`config.mk`:
```
export PLATFORM = sky130hd
export DESIGN_NAME = regfile_wb_arbiter
export DESIGN_NICKNAME = d
export VERILOG_FILES = /design/src/rtl/regfile_wb_arbiter.sv
export SDC_FILE = /design/constraint.sdc
export NUM_CORES = 1
export LEC_CHECK = 0
export BUFFER_PORTS_ARGS = -buffer_cell sky130_fd_sc_hd__buf_2
export CORE_MARGIN = 2
export CORE_UTILIZATION = 41
export DETAILED_ROUTE_END_ITERATION = 6
export PLACE_DENSITY = 0.83
export SLEW_MARGIN = 20
export SYNTH_ARGS = -nofsm -noshare
export SYNTH_HDL_FRONTEND = slang
export SYNTH_SLANG_ARGS = --single-unit
```
`constraint.sdc`:
```
create_clock -name clk -period 3.6 [get_ports clk]
set_clock_uncertainty 0.15 [all_clocks]
set_input_delay 0.18 -clock clk [delete_from_list [all_inputs] [get_ports clk]]
set_output_delay 0.18 -clock clk [all_outputs]
set_load 0.02 [all_outputs]
```
`src/rtl/regfile_wb_arbiter.sv`:
```
// regfile_wb_arbiter
//   Write-back arbiter and sequencer for the single write port of the
//   10-entry register file. Three requesters (0 = ALU, 1 = load unit,
//   2 = round-key unit) present write beats over valid/ready handshakes.
//   A beat with last = 0 locks the port to that requester until its
//   last beat. Accepted beats appear one cycle later on the registered
//   write port. Beats addressed at or above NREG are consumed but raise
//   bad_addr instead of we, so the write-enable decoder never sees them.
//
//   Build option: define REGFILE_WB_RR_EN for round-robin arbitration
//   between bursts; otherwise fixed priority 0 > 1 > 2.
//
// Ports
//   clk        in   rising-edge clock
//   reset      in   synchronous, active-high
//   req_valid  in   [2:0]      per-requester beat valid
//   req_last   in   [2:0]      final beat of a burst
//   req_addr   in   [11:0]     requester i at [4i+3:4i]
//   req_data   in   [3*DW-1:0] requester i at [DW*i+DW-1:DW*i]
//   req_ready  out  [2:0]      combinational, one-hot or zero
//   wa         out  [3:0]      registered write address
//   wd         out  [DW-1:0]   registered write data
//   we         out             registered write enable
//   grant_id   out  [1:0]      requester of the beat on wa/wd/bad_addr
//   bad_addr   out             pulse: accepted beat had addr >= NREG
//
// state  | meaning
// IDLE   | arbitrate among valid requesters every cycle
// LOCK   | burst in progress, only owner may transfer
module regfile_wb_arbiter #(
   parameter int DW   = 32,
   parameter int NREG = 10
) (
   input  logic            clk,
   input  logic            reset,
   input  logic [2:0]      req_valid,
   input  logic [2:0]      req_last,
   input  logic [11:0]     req_addr,
   input  logic [3*DW-1:0] req_data,
   output logic [2:0]      req_ready,
   output logic [3:0]      wa,
   output logic [DW-1:0]   wd,
   output logic            we,
   output logic [1:0]      grant_id,
   output logic            bad_addr
);

   typedef enum logic {S_IDLE = 1'b0, S_LOCK = 1'b1} state_t;

   state_t          state_q, state_d;
   logic [1:0]      owner_q, owner_d;
   logic [1:0]      win;
   logic            win_vld;
   logic [1:0]      sel;
   logic            xfer;
   logic [3:0]      sel_addr;
   logic [DW-1:0]   sel_data;
   logic            sel_last;

   logic            we_q, we_d;
   logic            bad_q, bad_d;
   logic [3:0]      wa_q, wa_d;
   logic [DW-1:0]   wd_q, wd_d;
   logic [1:0]      gid_q, gid_d;

`ifdef REGFILE_WB_RR_EN
   logic [1:0]      ptr_q, ptr_d;
   logic [1:0]      start;
   logic [2:0]      idx;

   // Walk the search order from lowest to highest priority so that the
   // last hit (the first requester after ptr) wins.
   always_comb begin
      win     = 2'd0;
      win_vld = 1'b0;
      idx     = 3'd0;
      start   = (ptr_q == 2'd2) ? 2'd0 : ptr_q + 2'd1;
      for (int k = 2; k >= 0; k--) begin
         idx = {1'b0, start} + 3'(k);
         if (idx >= 3'd3) idx = idx - 3'd3;
         if (req_valid[idx[1:0]]) begin
            win     = idx[1:0];
            win_vld = 1'b1;
         end
      end
   end
`else
   always_comb begin
      win     = 2'd0;
      win_vld = 1'b1;
      if (req_valid[0])      win = 2'd0;
      else if (req_valid[1]) win = 2'd1;
      else if (req_valid[2]) win = 2'd2;
      else                   win_vld = 1'b0;
   end
`endif

   // Ready depends only on valid, state, owner and ptr; the beat mux
   // below is kept off this path.
   always_comb begin
      req_ready = 3'b000;
      sel       = (state_q == S_LOCK) ? owner_q : win;
      if (!reset) begin
         if (state_q == S_LOCK) begin
            case (owner_q)
               2'd0:    req_ready[0] = req_valid[0];
               2'd1:    req_ready[1] = req_valid[1];
               default: req_ready[2] = req_valid[2];
            endcase
         end else if (win_vld) begin
            case (win)
               2'd0:    req_ready[0] = 1'b1;
               2'd1:    req_ready[1] = 1'b1;
               default: req_ready[2] = 1'b1;
            endcase
         end
      end
   end

   assign xfer = |(req_valid & req_ready);

   always_comb begin
      sel_addr = req_addr[3:0];
      sel_data = req_data[DW-1:0];
      sel_last = req_last[0];
      case (sel)
         2'd1: begin
            sel_addr = req_addr[7:4];
            sel_data = req_data[2*DW-1:DW];
            sel_last = req_last[1];
         end
         2'd2: begin
            sel_addr = req_addr[11:8];
            sel_data = req_data[3*DW-1:2*DW];
            sel_last = req_last[2];
         end
         default: ;
      endcase
   end

   always_comb begin
      state_d = state_q;
      owner_d = owner_q;
`ifdef REGFILE_WB_RR_EN
      ptr_d   = ptr_q;
`endif
      we_d    = 1'b0;
      bad_d   = 1'b0;
      wa_d    = wa_q;
      wd_d    = wd_q;
      gid_d   = gid_q;
      if (xfer) begin
         gid_d = sel;
         if (int'(sel_addr) < NREG) begin
            we_d = 1'b1;
            wa_d = sel_addr;
            wd_d = sel_data;
         end else begin
            bad_d = 1'b1;
         end
         if (state_q == S_IDLE) begin
            if (sel_last) begin
`ifdef REGFILE_WB_RR_EN
               ptr_d = win;
`endif
            end else begin
               owner_d = win;
               state_d = S_LOCK;
            end
         end else if (sel_last) begin
            state_d = S_IDLE;
`ifdef REGFILE_WB_RR_EN
            ptr_d   = owner_q;
`endif
         end
      end
   end

   always_ff @(posedge clk) begin
      if (reset) begin
         state_q <= S_IDLE;
         owner_q <= 2'd0;
`ifdef REGFILE_WB_RR_EN
         ptr_q   <= 2'd2;
`endif
         we_q    <= 1'b0;
         bad_q   <= 1'b0;
         wa_q    <= 4'd0;
         wd_q    <= '0;
         gid_q   <= 2'd0;
      end else begin
         state_q <= state_d;
         owner_q <= owner_d;
`ifdef REGFILE_WB_RR_EN
         ptr_q   <= ptr_d;
`endif
         we_q    <= we_d;
         bad_q   <= bad_d;
         wa_q    <= wa_d;
         wd_q    <= wd_d;
         gid_q   <= gid_d;
      end
   end

   assign we       = we_q;
   assign bad_addr = bad_q;
   assign wa       = wa_q;
   assign wd       = wd_q;
   assign grant_id = gid_q;

endmodule
```
### Word level (Yosys, flattened, before mapping)

Index checks and enable logic that the tools add are counted.

* register bits: 43
* input bits: 116
* output and inout bits: 43
* logic and storage cells: 46

* order comparisons: 1
* equality and inequality tests: 4
* mux-type cells: 22
* bitwise logic cells: 4
* reductions and logical operators: 8

Operators by type and width (count)
* 32-bit one-hot mux with 2 select lines: 1
* 1-bit two-way mux: 12
* 3-bit two-way mux: 3
* 2-bit two-way mux: 4
* 4-bit one-hot mux with 2 select lines: 1
* 2-bit by 1-bit equality test with 1-bit output, second input constant: 3
* 2-bit OR reduction: 3
* 2-bit zero test: 2
* 4-bit less-than comparator, second input constant: 1
* 3-bit bitwise AND: 1
* 1-bit NOT: 3
* 3-bit AND reduction: 1
* 3-bit OR reduction: 1
* 2-bit equality test, second input constant: 1
* 1-bit one-hot mux with 2 select lines: 1
* 2-bit AND reduction: 1

### Longest topological paths before layout

* depth in word-level cells: 13
* gate-level depth with buffers: 13
* mapped depth without buffers: 11

### Worst setup path after synthesis

No wires, ideal clock.

* path type: register to register
* start point: register state_q
* end point: register wd_q[18], in the netlist wd[18]
* setup time: 134 ps
* arrival time: 2225 ps
* required time: 3316 ps
* slack: 1091 ps
* stages on the path, launching flop included: 13
* buffers on the path: 4
* period minus slack after synthesis: 2509 ps
* cell sequence: dfxtp_1 > buf_6 > o21ai_0 > inv_1 > ha_1 > buf_2 > a221oi_1 > o22ai_1 > a2bb2o_4 > buf_4 > buf_6 > nand2_1 > a21oi_1

* word-level cells in the longest chain between the ends: 5
* elaborated cells on any way between the ends: 11
* classes of those cells: order compare (1); eq/ne (2); mux (5); bitwise (1); reduce/logical (2)

Ends and longest elaborated chain
* start, declared: line 50 `state_t state_q, state_d;`
* start signal, assigned: line 192 `state_q <= state_d;`
* 2-bit two-way mux (*): line 102 `sel = (state_q == S_LOCK) ? owner_q : win;`
* net sel[0]: line 54 `logic [1:0] sel;`
* 2-bit equality test or 2-bit by 1-bit equality test with 1-bit output (tied branches): line 126 `case (sel)`
* 4-bit one-hot mux with 2 select lines: line 126
* 4-bit less-than comparator: line 154 `if (int'(sel_addr) < NREG) begin`
* 2-bit AND reduction (no source line)
* end signal, assigned: line 200 `wd_q <= wd_d;`
* end, declared: line 63 `logic [DW-1:0] wd_q, wd_d;`

Mark *: on every way through the listed nets, which the timed path passes. The rest lies on a longest branch.
A chain may end at the register's enable or synchronous reset.

### Final worst setup path

* start point: register state_q
* end point: register wd_q[3], in the netlist wd[3]

The elaborated chain is that of the path after synthesis.

==> run metrics <==
status=finished clean; die extent in x=78.9 µm; Yosys cell types=37; die span in y=78.9 µm; final WL=7130 µm; maximum vdd ir drop=0.000180 V; CTS clk-pin slew, worst paths=90 ps; Hold EP=wd[15]; MaxCap Viol Count=0; number of hold buffers added after CTS=0; WP data required=3610 ps; Worst R2R Path Depth=10; final setup TNS=0 ps; Placed Cells=486; arrival time at the worst endpoint=3240 ps; Lkg Pwr=1.46 nW; H-tree levels=2; hpwl dp=5500 µm; vias in the first global route=2453; Fillers=522; Setup crit start kind=register; area grow syn2layout=37.4%; GP Congestion=0.847; worst hold path type=in -> reg; DR pass1 iterations=4; Place WS=341 ps; min Tclk post-route=3230 ps; final cycle utilization of the critical path=0.898; FF/Latch Area=861 µm²; Mean Syn Cell Area=8.31 µm²; Slew Viols, Final=0; DRC violations left=0; Power Density=429 nW/µm²; Antenna Nets Post-Route=0; Total GRT Usage=0.221; antenna violations before repair=0; I/O Buffers=158; total core area=5470 µm²; share of the synthesized area in the top cell type=0.374; Fin. Hold Viols=0; min-delay src=req_data[15]; IO Count=159; Vias=2697; die area=6230 µm²; Yosys top cell by area=dfxtp_1; clock root buffer=clkbuf_8; Initial Util=0.421; Final Util=0.578; TritonCTS clock tree=yes; worst r2r dst=wd[3]; final count of negative-setup-slack endpoints=0; Finished Layout Cells=494; Clock Latency Late Sink=290 ps; pin count of the biggest net entering global routing=40; register area share after synthesis=0.374; CTS max path bufs=2; crit end category=register; synth warn=0; DR iter-0 viols=112; Mapped Cells=277; reg2reg setup slack=370 ps; Synth area leaders=dfxtp_1 37%, a221o_1 12%, nand2_1 9.1%, o211ai_1 8.5%, a21oi_1 7.6%; area of the multi-input gates=1260 µm²; Slew HR=0.531; antenna diode count=0; row cnt=27; Sinks on Clock Net=43; Avg WL per Cell=14.4 µm; Post-Syn Area=2300 µm²; crit-path max FO=39; global-route wire length before repair=11000 µm; post-synth net total=395; register bit total from synthesis=43; Num CTS Buffers=5; routed vias/inst=5.46; CP Class=reg -> reg; final net count=539; Final Worst Setup Slack=365 ps; RSZ-0062 raised after global routing=no; total gr overflow=0; Worst Max-Slew Pin Slew=701 ps; Worst Hold Depth=3; maximum clock frequency=309 MHz; RR Startpoint=state_q; share of cells above drive strength 1=0.431
==> Yosys cell counts <==
master and count:
a21oi_4 1, o21a_1 1, a21oi_1 35, ha_1 2
mux2i_1 1, o22ai_1 1, clkinv_4 1, nor2b_1 2
nor3_1 1, a221o_1 27, o211ai_1 26, a211oi_1 1
buf_6 6, and3b_1 1, o31ai_1 2, a221oi_1 2
or3_4 1, a2bb2o_4 1, clkbuf_1 17, nor2_1 7
o21ai_0 12, mux2_2 1, inv_1 4, nand2_1 56
or2_2 2, a22oi_1 8, clkinv_1 1, nand2b_1 2
o32ai_1 1, a21oi_2 1, a31oi_1 1, nand3b_1 2
buf_4 1, o211ai_2 1, nor3b_1 1, buf_2 4
dfxtp_1 43
==> kinds of logic after synthesis <==
group                      Yosys count  share of synthesized area
and+or+nand+nor                     75                      0.140
DFF                                 43                      0.374
AOI/OAI and AO/OA                  121                      0.385
muxes                                2                    0.00924
adders and majority gates            2                     0.0109
buffers and inverters               34                     0.0810
==> report_power, final <==
part | internal [mW] | switching (mW)
Clock | 0.136 | 0.160
Sequential | 0.535 | 0.0318
Combinational | 0.197 | 0.298
Total | 0.868 | 0.489
==> timing repair <==
item	in CTS	in global routing
endpoints found under the setup margin	0	1
hold endpoints to repair	0	0
gates resized for setup	0	1
buffers inserted	0	0
==> worst max-delay path, stage by stage (launching register included) <==
cell and delay (ps):
dfxtp_1 490, nand2_1 160, o21a_1 160, inv_1 60
ha_1 430, a22oi_1 160, o21ai_0 340, a2bb2o_4 480
clkinv_4 340, o211ai_1 220, a21oi_1 90
==> per-layer routing <==
metal  share of wire  track usage
met2            0.49        0.421
met3            0.10       0.0693
met4          0.0069       0.0586
met5               0            0
met1            0.40        0.235
==> state kept, by name (all words and copies together), names as in the netlist <==
register and cells:
owner_q 2, bad_addr 1, wa 4, wd 32
state_q 1, grant_id 2, we 1
==> area by class of cell <==
type / count / area share
multi-input cells: 200 / 0.397
flip-flops and latches: 43 / 0.272
repair buffers: 165 / 0.267
well taps: 72 / 0.0285
clock buffers: 6 / 0.0229
inverters: 6 / 0.00870
clock inverters: 2 / 0.00395
==> worst max-delay path by stage <==
| stage | cells after the start | to | from | slack (ps) |
|---|---|---|---|---|
| 2_1_floorplan | 12 | wd[18] | state_q | 1090 |
| 3_3_place_gp | 10 | wd[21] | req_valid[0] | 460 |
| 3_5_place_dp | 10 | wd[3] | req_valid[0] | 340 |
| 4_1_cts | 10 | wd[3] | state_q | 340 |
| 5_1_grt | 10 | wd[3] | state_q | 10 |
| 6_report | 10 | wd[3] | state_q | 370 |
==> cell usage in the layout, fill, tap and decap left out, types with 4 or more instances in the layout <==
master    synthesis  layout
nand2_1          56      56
inv_1             4       4
a21oi_1          35      35
nor2_1            7       7
a221o_1          27      27
clkbuf_8          0       5
buf_4             1       7
o211ai_1         26      26
o21ai_0          12      12
dfxtp_1          43      43
buf_2             4     158
a22oi_1           8       8
==> per-stage QoR <==
| stage | hold WS [ps] | instance area, µm² | power [mW] |
|---|---|---|---|
| after floorplan | 224 | 2300 | 0.917 |
| after global placement | 290 | 3080 | 1.06 |
| after detailed placement | 297 | 3080 | 1.08 |
| after CTS | 23.7 | 3160 | 1.37 |
| after global routing | 33.5 | 3160 | 1.45 |
| final | 31.6 | 3160 | 1.36 |
(Power assumes the default switching activity.)
